**src/rtl/piso_shift_register.sv**
```systemverilog
// piso_shift_register: parallel-in, serial-out transmitter with frame markers.
// Accepts a WIDTH-bit word over a ready/valid load port and presents it one
// bit per enabled clock. A word offered on the last bit of the current frame
// starts the next frame on the following edge, so back-to-back words have no gap.
//
// Ports
//   clk            rising-edge clock
//   rst_n          asynchronous active-low reset
//   load_valid_i   load_data_i holds a word to send
//   load_data_i    word to serialize, sampled on an accepted load
//   load_ready_o   a word can be accepted this cycle (combinational)
//   shift_en_i     advance enable; 0 stalls the serial stream
//   ser_out_o      current serial bit
//   ser_valid_o    ser_out_o carries a frame bit
//   frame_start_o  ser_out_o is the first bit of a frame
//   frame_last_o   ser_out_o is the last bit of a frame
//   done_o         one-cycle pulse after a final bit is consumed with no follow-on word
module piso_shift_register #(
  parameter int unsigned WIDTH     = 8,
  parameter bit          LSB_FIRST = 1'b1
) (
  input  logic             clk,
  input  logic             rst_n,
  input  logic             load_valid_i,
  input  logic [WIDTH-1:0] load_data_i,
  output logic             load_ready_o,
  input  logic             shift_en_i,
  output logic             ser_out_o,
  output logic             ser_valid_o,
  output logic             frame_start_o,
  output logic             frame_last_o,
  output logic             done_o
);

  localparam int unsigned IDX_W = (WIDTH > 2) ? $clog2(WIDTH) : 1;
  // Index whose increment lands on the final bit of the frame.
  localparam logic [IDX_W-1:0] IDX_PENULT = IDX_W'(WIDTH - 2);

  typedef enum logic [0:0] {
    IDLE  = 1'b0,
    SHIFT = 1'b1
  } state_e;

  state_e             state_q, state_d;
  logic [WIDTH-1:0]   shreg_q, shreg_d;
  logic [IDX_W-1:0]   idx_q, idx_d;
  logic               ser_out_q, ser_out_d;
  logic               ser_valid_q, ser_valid_d;
  logic               frame_start_q, frame_start_d;
  logic               frame_last_q, frame_last_d;
  logic               done_q, done_d;

  logic               load_ready_c;
  logic               accept_c;
  logic               load_bit_c;
  logic [WIDTH-1:0]   load_rest_c;
  logic               shift_bit_c;
  logic [WIDTH-1:0]   shift_rest_c;

  // Ready in IDLE, or when the last bit is being consumed this edge.
  assign load_ready_c = rst_n & ((state_q == IDLE) |
                                 ((state_q == SHIFT) & frame_last_q & shift_en_i));
  assign accept_c     = load_valid_i & load_ready_c;

  // The first bit goes straight to ser_out; the register keeps the remainder
  // aligned so the next bit always sits at the output end.
  assign load_bit_c   = LSB_FIRST ? load_data_i[0] : load_data_i[WIDTH-1];
  assign load_rest_c  = LSB_FIRST ? (load_data_i >> 1) : (load_data_i << 1);
  assign shift_bit_c  = LSB_FIRST ? shreg_q[0] : shreg_q[WIDTH-1];
  assign shift_rest_c = LSB_FIRST ? (shreg_q >> 1) : (shreg_q << 1);

  // State and output registers.
  always_ff @(posedge clk or negedge rst_n) begin
    if (!rst_n) begin
      state_q       <= IDLE;
      shreg_q       <= '0;
      idx_q         <= '0;
      ser_out_q     <= 1'b0;
      ser_valid_q   <= 1'b0;
      frame_start_q <= 1'b0;
      frame_last_q  <= 1'b0;
      done_q        <= 1'b0;
    end else begin
      state_q       <= state_d;
      shreg_q       <= shreg_d;
      idx_q         <= idx_d;
      ser_out_q     <= ser_out_d;
      ser_valid_q   <= ser_valid_d;
      frame_start_q <= frame_start_d;
      frame_last_q  <= frame_last_d;
      done_q        <= done_d;
    end
  end

  // Next-state and output logic; everything holds unless an edge advances it.
  always_comb begin
    state_d       = state_q;
    shreg_d       = shreg_q;
    idx_d         = idx_q;
    ser_out_d     = ser_out_q;
    ser_valid_d   = ser_valid_q;
    frame_start_d = frame_start_q;
    frame_last_d  = frame_last_q;
    done_d        = 1'b0;

    case (state_q)
      IDLE: begin
        if (accept_c) begin
          state_d       = SHIFT;
          shreg_d       = load_rest_c;
          idx_d         = '0;
          ser_out_d     = load_bit_c;
          ser_valid_d   = 1'b1;
          frame_start_d = 1'b1;
          frame_last_d  = 1'b0;
        end
      end

      SHIFT: begin
        if (shift_en_i) begin
          if (frame_last_q) begin
            if (accept_c) begin
              // Follow-on word: start the next frame with no gap cycle.
              shreg_d       = load_rest_c;
              idx_d         = '0;
              ser_out_d     = load_bit_c;
              ser_valid_d   = 1'b1;
              frame_start_d = 1'b1;
              frame_last_d  = 1'b0;
            end else begin
              state_d       = IDLE;
              shreg_d       = '0;
              idx_d         = '0;
              ser_out_d     = 1'b0;
              ser_valid_d   = 1'b0;
              frame_start_d = 1'b0;
              frame_last_d  = 1'b0;
              done_d        = 1'b1;
            end
          end else begin
            idx_d         = idx_q + IDX_W'(1);
            shreg_d       = shift_rest_c;
            ser_out_d     = shift_bit_c;
            frame_start_d = 1'b0;
            frame_last_d  = (idx_q == IDX_PENULT);
          end
        end
      end

      default: begin
        state_d = IDLE;
      end
    endcase
  end

  assign load_ready_o  = load_ready_c;
  assign ser_out_o     = ser_out_q;
  assign ser_valid_o   = ser_valid_q;
  assign frame_start_o = frame_start_q;
  assign frame_last_o  = frame_last_q;
  assign done_o        = done_q;

endmodule

```
**config.mk**
```make
export PLATFORM = sky130hd
export DESIGN_NAME = piso_shift_register
export DESIGN_NICKNAME = d
export VERILOG_FILES = /design/src/rtl/piso_shift_register.sv
export SDC_FILE = /design/constraint.sdc
export NUM_CORES = 1
export LEC_CHECK = 0
export ABC_AREA = 1
export CAP_MARGIN = 20
export CORE_MARGIN = 2
export CORE_UTILIZATION = 50
export CTS_CLUSTER_SIZE = 12
export DETAILED_ROUTE_END_ITERATION = 10
export GPL_ROUTABILITY_DRIVEN = 0
export PLACE_DENSITY = 0.87
export SLEW_MARGIN = 5
export SYNTH_ARGS = -nofsm -noshare
export SYNTH_HDL_FRONTEND = slang
export SYNTH_SLANG_ARGS = --single-unit
export TNS_END_PERCENT = 20
```
**constraint.sdc**
```tcl
create_clock -name clk -period 1.8 [get_ports clk]
set_input_delay 0.18 -clock clk [delete_from_list [all_inputs] [get_ports clk]]
set_output_delay 0.18 -clock clk [all_outputs]
set_load 0.005 [all_outputs]
```
==> impl_results.md, run 1 <==
- Final setup fails: 0
- Grt ovf: 0
- Slew headroom: 0.8720
- Clock skew: roughly 0.0038 ns
- DRT iter0 DRCs: 11
- Cell area after layout: ~970 um2
- Clock-pin slew on the worst setup and hold paths: 0.10 ns
- Synth cell types: 15
- Share of cells above drive strength 1: 0.1376
- Root buf cell: clkbuf_4
- IO Port Bufs: 17
- Synth Cell Area: between 700 and 800 um2
- Critical path's top delay family: buffers and inverters
- Synthesis-stage register bit count: 16
- Final setup margin: approximately 0.10 ns
- Status: complete, no violations
- Arr. time, crit path: 1.52 ns
- Drt wl/cell: ~12 um
- Leakage: 0.0004927 uW
- Worst Path Buf+Inv: 1
- Ranking of synthesized cells by area: dfrtp_1, nand2_1, nand3_1, inv_1, ha_1
- Post-CTS Resized: 0
- Initial antenna violation count: 0
- Setup TNS: 0 ns
- Finished Layout Cells: roughly 120
- Num CTS Buffers: 3
- Post-CTS Hold Fix Bufs: 0
- CP required: around 1.6 ns
- Sequential fraction of the synthesis area: 0.5479
- Critical path cell sequence: nand2_1, nand2_2, and2_1, clkdlybuf4s50_1
- Net Count, Synth: 100
- RSZ-0062 raised after global routing: no
- Critical-path maximum fanout: 4
- Tot GR Track Use: 0.1958
- Number of flops mapped to enable cells by yosys: 0
- Row count: 13
- P per Cell Area: 1379 mW/mm2
- Most frequent cell after synthesis: nand2_1
- Synthesized area per cell: 8.497 um2
- Ys Warns: 0
- DP Cell Count: 120
- Fmax: 589.0 MHz
- Max Slew Vio Count: 0
- Hold Crit Class: input pin to asynchronous set/reset pin
- CTS tree: yes
- DIE AREA: around 0.0018 mm2
- Core box area: ~0.0013 mm2
- Synth top area share: 0.5479
- Detailed placer's ending HPWL: around 1100 um
- H-Tree Depth: 1
- Post-Place Setup Slack: approximately 0.15 ns
- First-pass GRT wire length: around 2600 um
- Clk buf depth: 2
- Max VDD drop: roughly 0.72 mV
- Area grow syn2layout: 32.88%
- Pin count of the biggest net entering global routing: 11
- Minimum clock period: about 1.7 ns
- Setup Buffers After CTS: 0
- Drc violations: 0
- Biggest area consumer among synthesized cells: dfrtp_1
- Initial Utilization: 0.5478
- Nets: approximately 120
- Cell count along the critical path: 4
- Max cap viols: 0
- DRT Wirelength: between 1000 and 1500 um
- Die X-Extent: 42.23 um
- CP peak stage delay: 0.50 ns
- Class of the most critical setup path: flip-flop to output port
- Skew-Pair Late Insertion Delay: about 0.29 ns
- Final hold vios: 0
- Die height: approximately 42 um
- WHS: ~0.27 ns
- DRT antenna net count: 0
- # clock sinks: 16
- Final worst path period share: 0.9432
- Vias/cell: around 5.0
- Synth Flop Type: dfrtp_1
- Fraction of registers with async set/reset: 1.000
- Post-synthesis cell count: between 80 and 90
- Vias in the first global route: approximately 600
- Worst setup SP type: flip-flop
- Fillers: 116
- Area after DPL: 934.6 um2
- Routed vias: just over 600
- # IOs: 18
- Ant. Diodes: 0
- Register-to-Register Path Depth: 6
- Initial DRT Pass Iterations: 4
- CP max-delay cell: clkdlybuf4s50_1
- Worst-margin pin slew: 0.1918 ns
- Commonest cells in the netlist: nand2_1, dfrtp_1, inv_1
- CP Capture Type: output port
## power breakdown
part	leakage, uW	internal [uW]	switching (uW)	total (uW)
logic	0.000274	235	267	503
clock network	0.0000210	123	119	242
registers	0.000198	504	90.6	594
## sequential cells by signal, summed over array words and instances (netlist names)
signal         cells
idx_q              3
shreg_q            7
ser_valid_o        1
frame_start_o      1
ser_out_o          1
state_q            1
frame_last_o       1
done_o             1
## path summary, 6_finish.rpt
| kind | start | to | slack (ns) |
|---|---|---|---|
| max | frame_last_o$_DFFE_PN0P_ | load_ready_o | 0.10 |
| min | rst_n | frame_start_o$_DFFE_PN0P_ | 0.27 |
| max reg2reg | state_q$_DFF_PN0_ | idx_q[1]$_DFFE_PN0P_ | 0.64 |
| min reg2reg | shreg_q[0]$_DFFE_PN0P_ | ser_out_o$_DFFE_PN0P_ | 0.50 |
| max in group asynchronous | rst_n | shreg_q[0]$_DFFE_PN0P_ | 1.38 |
| min in group clk | load_data_i[7] | shreg_q[6]$_DFFE_PN0P_ | 0.42 |
## cell usage in the layout (no fill, tap or decap)
cell / netlist / layout
nand2_1: 35 / 35
clkdlybuf4s50_1: 0 / 17
dfrtp_1: 16 / 16
inv_1: 7 / 7
nand3_1: 6 / 6
o21ai_0: 4 / 4
nand2_2: 3 / 3
nor2_1: 3 / 3
clkbuf_4: 0 / 3
nand3_2: 2 / 2
inv_2: 2 / 2
a21oi_1: 2 / 2
ha_1: 2 / 2
buf_4: 0 / 2
and2_1: 1 / 1
nor2_2: 1 / 1
o21ai_2: 1 / 1
xnor2_1: 1 / 1
clkbuf_8: 0 / 1
## final cells by class
cell class	count	area (um2)	share of cell area
multi-input cells	61	296.5	0.3054
clock buffers	4	36.28	0.03737
flip-flops and latches	16	400.4	0.4124
inverters	9	33.78	0.03479
repair buffers	19	185.2	0.1907
well taps	15	18.77	0.01933
## metrics by stage
step / power (uW) / utilization
after floorplan: 899.5 / -
after global placement: 1076 / 0.7008
after detailed placement: 1111 / 0.7008
after CTS: 1355 / 0.7280
after global routing: 1453 / 0.7280
final: 1339 / 0.7280
## cells by family after synthesis
kind of cell	Yosys count	synth area share
simple gates	51	0.3065
fa+ha+maj	2	0.03424
xor+xnor	1	0.01199
flops	16	0.5479
compound gates	7	0.05309
buf+inv	9	0.04624
## layer usage
layer | share of wire | vias to the layer above | track usage
met3 | 0.035 | 5 | 0.05172
li1 | - | 313 | -
met4 | 0.023 | 0 | 0.09375
met1 | 0.44 | 293 | 0.2465
met5 | 0 | - | 0
met2 | 0.50 | 9 | 0.3108
No activity file was read; power rests on OpenSTA's default activity.
==> run 2, diff against run 1 <==
--- a/config.mk
+++ b/config.mk
@@ -9,8 +9,9 @@
 export CAP_MARGIN = 20
-export CORE_MARGIN = 2
-export CORE_UTILIZATION = 50
+export CORE_AREA = 2 2 39 41
 export CTS_CLUSTER_SIZE = 12
 export DETAILED_ROUTE_END_ITERATION = 10
+export DIE_AREA = 0 0 41 43
+export DONT_BUFFER_PORTS = 1
 export GPL_ROUTABILITY_DRIVEN = 0
-export PLACE_DENSITY = 0.87
+export PLACE_DENSITY = 0.76
 export SLEW_MARGIN = 5
--- a/constraint.sdc
+++ b/constraint.sdc
@@ -3,2 +3,2 @@
 set_output_delay 0.18 -clock clk [all_outputs]
-set_load 0.005 [all_outputs]
+set_load 0.02 [all_outputs]
==> run 2 against run 1 <==
  * Non-clock buffer count decreased by 18
  * Critical endpoint unchanged
  * Core utilization decreased by 15 points
  * Global-route usage down 1.4 points
  * Sequential cell count stayed put
  * Power decreased by 5.7%
  * Combinational power shrank 23%
  * Largest cell class unchanged
  * Sequential share of layout area is 9.0 points higher
==> impl_results.md, run 2 (synthesis gave the netlist of run 1 again) <==
- Area after DPL: 750.7 um2
- DP Cell Count: ~100
- Worst setup SP type: flip-flop
- Setup TNS: 0 ns
- DRT Wirelength: roughly 1300 um
- DRT antenna net count: 0
- Max reg flops: 7
- Worst R2R Start: frame_last_o$_DFFE_PN0P_
- P per Cell Area: 1584 mW/mm2
- Finished Layout Cells: 107
- Worst-margin pin slew: between 0.7 and 0.8 ns
- RSZ-0062 raised after global routing: no
- H-Tree Depth: 1
- Final worst path period share: 0.8002
- Class of the most critical setup path: flip-flop to output port
- Num CTS Buffers: 3
- Area grow syn2layout: 9.075%
- Setup Buffers After CTS: 0
- Tot GR Track Use: 0.1821
- CP peak stage delay: about 0.52 ns
- Commonest non-fill, non-tap cells in the layout: nand2_1, dfrtp_1, inv_1, nand3_1, o21ai_0
- Final setup fails: 0
- DRT iter0 DRCs: 12
- Critical path cell sequence: nand2_1, nand2_2, and2_1
- # IOs: 18
- Min-Delay Path Depth: 2
- Most common cell after layout, fill and taps aside: nand2_1
- Ant. Diodes: 0
- CP Capture Type: output port
- Routed vias: around 560
- Biggest register: shreg_q
- Core box area: around 0.0014 mm2
- Die height: 43 um
- Row count: 14
- Fmax: just under 700 MHz
- Cell area after layout: around 800 um2
- Max Slew Vio Count: 0
- DIE AREA: around 0.0018 mm2
- Max VDD drop: roughly 0.73 mV
- Minimum clock period: 1.440 ns
- Slew headroom: 0.5286
- Hold EP: shreg_q[6]$_DFFE_PN0P_
- Pin count of the biggest net entering global routing: 17
- Root buf cell: clkbuf_4
- CP required: 1.62 ns
- Critical-path maximum fanout: 4
- Arr. time, crit path: ~1.3 ns
- Vias in the first global route: approximately 530
- Clock skew: roughly 0.0049 ns
- Hold Crit Class: input pin to flip-flop
- Die X-Extent: slightly above 40 um
- Post-CTS Hold Fix Bufs: 1
- Top Registers: shreg_q (7), idx_q (3)
- Initial Utilization: 0.5280
- Register-to-Register Path Depth: 6
- Vias/cell: 5.196
- Clock-pin slew on the worst setup and hold paths: around 0.090 ns
- Drt wl/cell: between 10 and 15 um
- CTS tree: yes
- Max cap viols: 0
- IO Port Bufs: 0
- # clock sinks: 16
- First-pass GRT wire length: ~2100 um
- Nets: around 110
- Grt ovf: 0
- Hold Crit Start: load_data_i[7]
- Drc violations: 0
- Reg2reg end: shreg_q[3]$_DFFE_PN0P_
- Clk buf depth: 2
- Skew-Pair Late Insertion Delay: approximately 0.29 ns
- Detailed placer's ending HPWL: 978.5 um
- Share of cells above drive strength 1: 0.1429
- CP max-delay cell: dfrtp_1
- Leakage: ~0.00042 uW
- Post-CTS Resized: 0
- R2R Setup Slk: a little under 0.6 ns
- Final hold vios: 0
- Initial DRT Pass Iterations: 4
- Status: complete, no violations
- Initial antenna violation count: 0
-- run 2: cell count changes in the layout (fill, tap and decap cells not counted) --
| cell | change |
|---|---|
| buf_4 | -2 |
| clkdlybuf4s50_1 | -17 |
| dlygate4sd3_1 | +1 |
-- run 2: worst max-delay path by stage --
stage	startpoint	endpoint	slack, ns	depth (start not counted)
floorplan	frame_last_o$_DFFE_PN0P_	ser_out_o$_DFFE_PN0P_	0.74	6
global placement	frame_last_o$_DFFE_PN0P_	shreg_q[1]$_DFFE_PN0P_	0.64	6
detailed placement	frame_last_o$_DFFE_PN0P_	shreg_q[3]$_DFFE_PN0P_	0.61	6
CTS	frame_last_o$_DFFE_PN0P_	load_ready_o	0.36	3
global route	frame_last_o$_DFFE_PN0P_	load_ready_o	0.29	3
finish	frame_last_o$_DFFE_PN0P_	load_ready_o	0.36	3
-- run 2: report_power, final --
part	switching (uW)	total [uW]	internal, uW
sequential	137	641	504
combinational	241	387	146
clock	111	235	123
total	490	1260	772
-- run 2: through the flow --
stage,power (uW),utilization,hold slack [ns],worst slack [ns]
CTS,1276,0.5759,0.004224,0.3555
global placement,1013,0.5425,-0.1152,0.6414
global route,1366,0.5759,0.01940,0.2886
finish,1262,0.5759,0.01004,0.3596
floorplan,946.7,-,-0.1156,0.7371
detailed placement,1032,0.5425,-0.1152,0.6136
-- run 2: per-layer routing --
metal	GRT usage	up-vias	wire (um)
met2	0.2500	21	625
met4	0.1000	0	27
met1	0.2474	250	555
li1	-	281	-
met3	0.05759	4	105
met5	0	-	0
-- run 2: critical path: cells and delay by family, from the launching register on --
kind / cells / cell delay [ns]
flip-flops: 1 / 0.52
AND/OR/NAND/NOR: 3 / 0.46
-- run 2: layout make-up --
cell class / count / area, um2
clock buffers: 4 / 36.28
fillers: 121 / 586.8
repair buffers: 1 / 10.01
multi-input cells: 61 / 296.5
well taps: 16 / 20.02
flip-flops and latches: 16 / 400.4
inverters: 9 / 33.78
==> run 3, diff against run 2 <==
CORE_AREA = not set   (was 2 2 39 41)
CORE_MARGIN = 2   (was not set)
CORE_UTILIZATION = 52   (was not set)
DIE_AREA = not set   (was 0 0 41 43)
clock period = 1.2 ns   (was 1.8 ns; I/O delays follow)
==> run 3 against run 2 <==
  * Design area is 11% higher
  * Non-clock buffer count rose by 10
  * Routed wire length grew 6.2%
  * Via count increased by 9.0%
  * Die area shrank 2.4%
  * Core utilization grew 11 points
  * Worst setup slack worse by 0.30 ns
  * Critical endpoint unchanged
==> impl_results.md, run 3 (synthesis gave the netlist of run 1 again) <==
- Final setup fails: 0
- Most common cell after layout, fill and taps aside: nand2_1
- Max Slew Vio Count: 0
- DRT Wirelength: 1395 um
- Status: complete, no violations
- Die height: a little over 40 um
- Critical path cell sequence: nand2_1, nand2_2, and2_4
- Internal power: between 1000 and 1500 uW
- Hold Crit Class: input pin to flip-flop
- Class of the most critical setup path: flip-flop to output port
- Arr. time, crit path: 1.02 ns
- R2R Setup Slk: 0.08 ns
- Commonest non-fill, non-tap cells in the layout: nand2_1, dfrtp_1, dlygate4sd3_1, inv_1, nand3_1
- Pin count of the biggest net entering global routing: 17
- Vias/cell: around 5.3
- RSZ-0062 raised after global routing: yes
- Row count: 13
- DRT antenna net count: 0
- Area after DPL: approximately 760 um2
- Worst setup SP type: flip-flop
- Drc violations: 0
- H-Tree Depth: 1
- Root buf cell: clkbuf_4
- CP Capture Type: output port
- Core box area: 0.001301 mm2
- Initial Utilization: 0.5615
- Drt wl/cell: approximately 12 um
- DRT iter0 DRCs: 23
- Clk buf depth: 2
- Final hold vios: 0
- Nets: 116
- Min-Delay Path Depth: 2
- Area grow syn2layout: 21.40%
- Worst-margin pin slew: ~0.70 ns
- Routed vias: between 600 and 700
- Sw Share: 0.3999
- Register area: 400.4 um2
- Num CTS Buffers: 3
- Combinational share of power: 0.349
- Multi-input logic area: about 300 um2
- CP peak stage delay: ~0.42 ns
- Reg2reg end: idx_q[0]$_DFFE_PN0P_
- CTS tree: yes
- CP max-delay cell: dfrtp_1
- Sw power: approximately 760 uW
- Initial DRT Pass Iterations: 4
- Final core occ: 0.6817
- Part of the power in registers: 0.506
- # clock sinks: 16
- CP required: roughly 1.1 ns
- DIE AREA: about 0.0017 mm2
- Register-to-Register Path Depth: 6
- Top Registers: shreg_q (7), idx_q (3)
- Max VDD drop: about 1.2 mV
- First-pass GRT wire length: between 2000 and 2500 um
- Cell area after layout: 887.1 um2
- # IOs: 18
- Hold Crit Start: load_valid_i
- Biggest register: shreg_q
- Clock-pin slew on the worst setup and hold paths: about 0.080 ns
- Minimum clock period: between 1 and 1.5 ns
- Worst Path Buf+Inv: 0
- Hold EP: frame_start_o$_DFFE_PN0P_
- Grt ovf: 0
- Final worst path period share: 0.9496
- Share of cells above drive strength 1: 0.1600
- Die X-Extent: around 41 um
- Initial antenna violation count: 0
- Clock group share of total power: 0.146
- Skew-Pair Late Insertion Delay: 0.29 ns
- Fillers: roughly 120
- Leakage: ~0.00046 uW
- Max reg flops: 7
- Clock skew: slightly below 0.007 ns
- Fmax: just under 900 MHz
- Ant. Diodes: 0
- Tot GR Track Use: 0.1851
- Vias in the first global route: ~570
- Detailed placer's ending HPWL: between 900 and 1000 um
- Slew headroom: 0.5308
- P per Cell Area: around 2100 mW/mm2
- Setup TNS: 0 ns
- Max cap viols: 0
- IO Port Bufs: 0
- Critical path's top delay family: flip-flops
- Critical-path maximum fanout: 3
- Worst R2R Start: frame_last_o$_DFFE_PN0P_
-- run 3: area by class of cell --
type	count	area share
Multi-Input combinational cell	61	0.3427
Inverter	9	0.04090
Timing Repair Buffer	11	0.1185
Sequential cell	16	0.4513
Tap cell	15	0.02116
Clock buffer	3	0.02539
-- run 3: metal layers --
metal	share of wire	routed length (um)	up-vias	track usage
met3	0.061	85	4	0.02609
li1	-	-	295	-
met4	0.024	34	0	0.1161
met1	0.44	610	278	0.2593
met2	0.48	665	29	0.2688
met5	0	0	-	0
-- run 3: through the flow --
stage	hold slack (ns)	instances	power (uW)	setup WS (ns)
2_1_floorplan	-0.1756	86	1420	0.1371
3_3_place_gp	-0.1752	102	1525	0.1474
3_5_place_dp	-0.1752	102	1554	0.1137
4_1_cts	0.02636	114	1861	0.005182
5_1_grt	0.03346	115	2064	-0.01644
6_report	0.03584	115	1902	0.06042
-- run 3: timing repair --
action	CTS	global route
endpoints found under the hold margin	24	0
buffers inserted	0	1
gates resized for setup	1	4
setup endpoints to repair	1	4
hold buffers	9	0
-- run 3: worst max-delay path by stage --
| stage | start | end | slack [ns] | depth (start not counted) |
|---|---|---|---|---|
| after floorplan | frame_last_o$_DFFE_PN0P_ | ser_out_o$_DFFE_PN0P_ | 0.14 | 6 |
| after global placement | frame_last_o$_DFFE_PN0P_ | shreg_q[3]$_DFFE_PN0P_ | 0.15 | 6 |
| after detailed placement | state_q$_DFF_PN0_ | shreg_q[2]$_DFFE_PN0P_ | 0.11 | 6 |
| after CTS | frame_last_o$_DFFE_PN0P_ | load_ready_o | 0.005 | 3 |
| after global routing | frame_last_o$_DFFE_PN0P_ | idx_q[0]$_DFFE_PN0P_ | -0.02 | 6 |
| final | frame_last_o$_DFFE_PN0P_ | load_ready_o | 0.06 | 3 |
-- run 3: power by group through the flow --
stage,sequential (uW),clock [uW],combinational (uW)
final,961,277,664
after floorplan,941,0,479
after detailed placement,968,0,586
after CTS,959,279,623
after global placement,961,0,564
after global routing,991,305,768
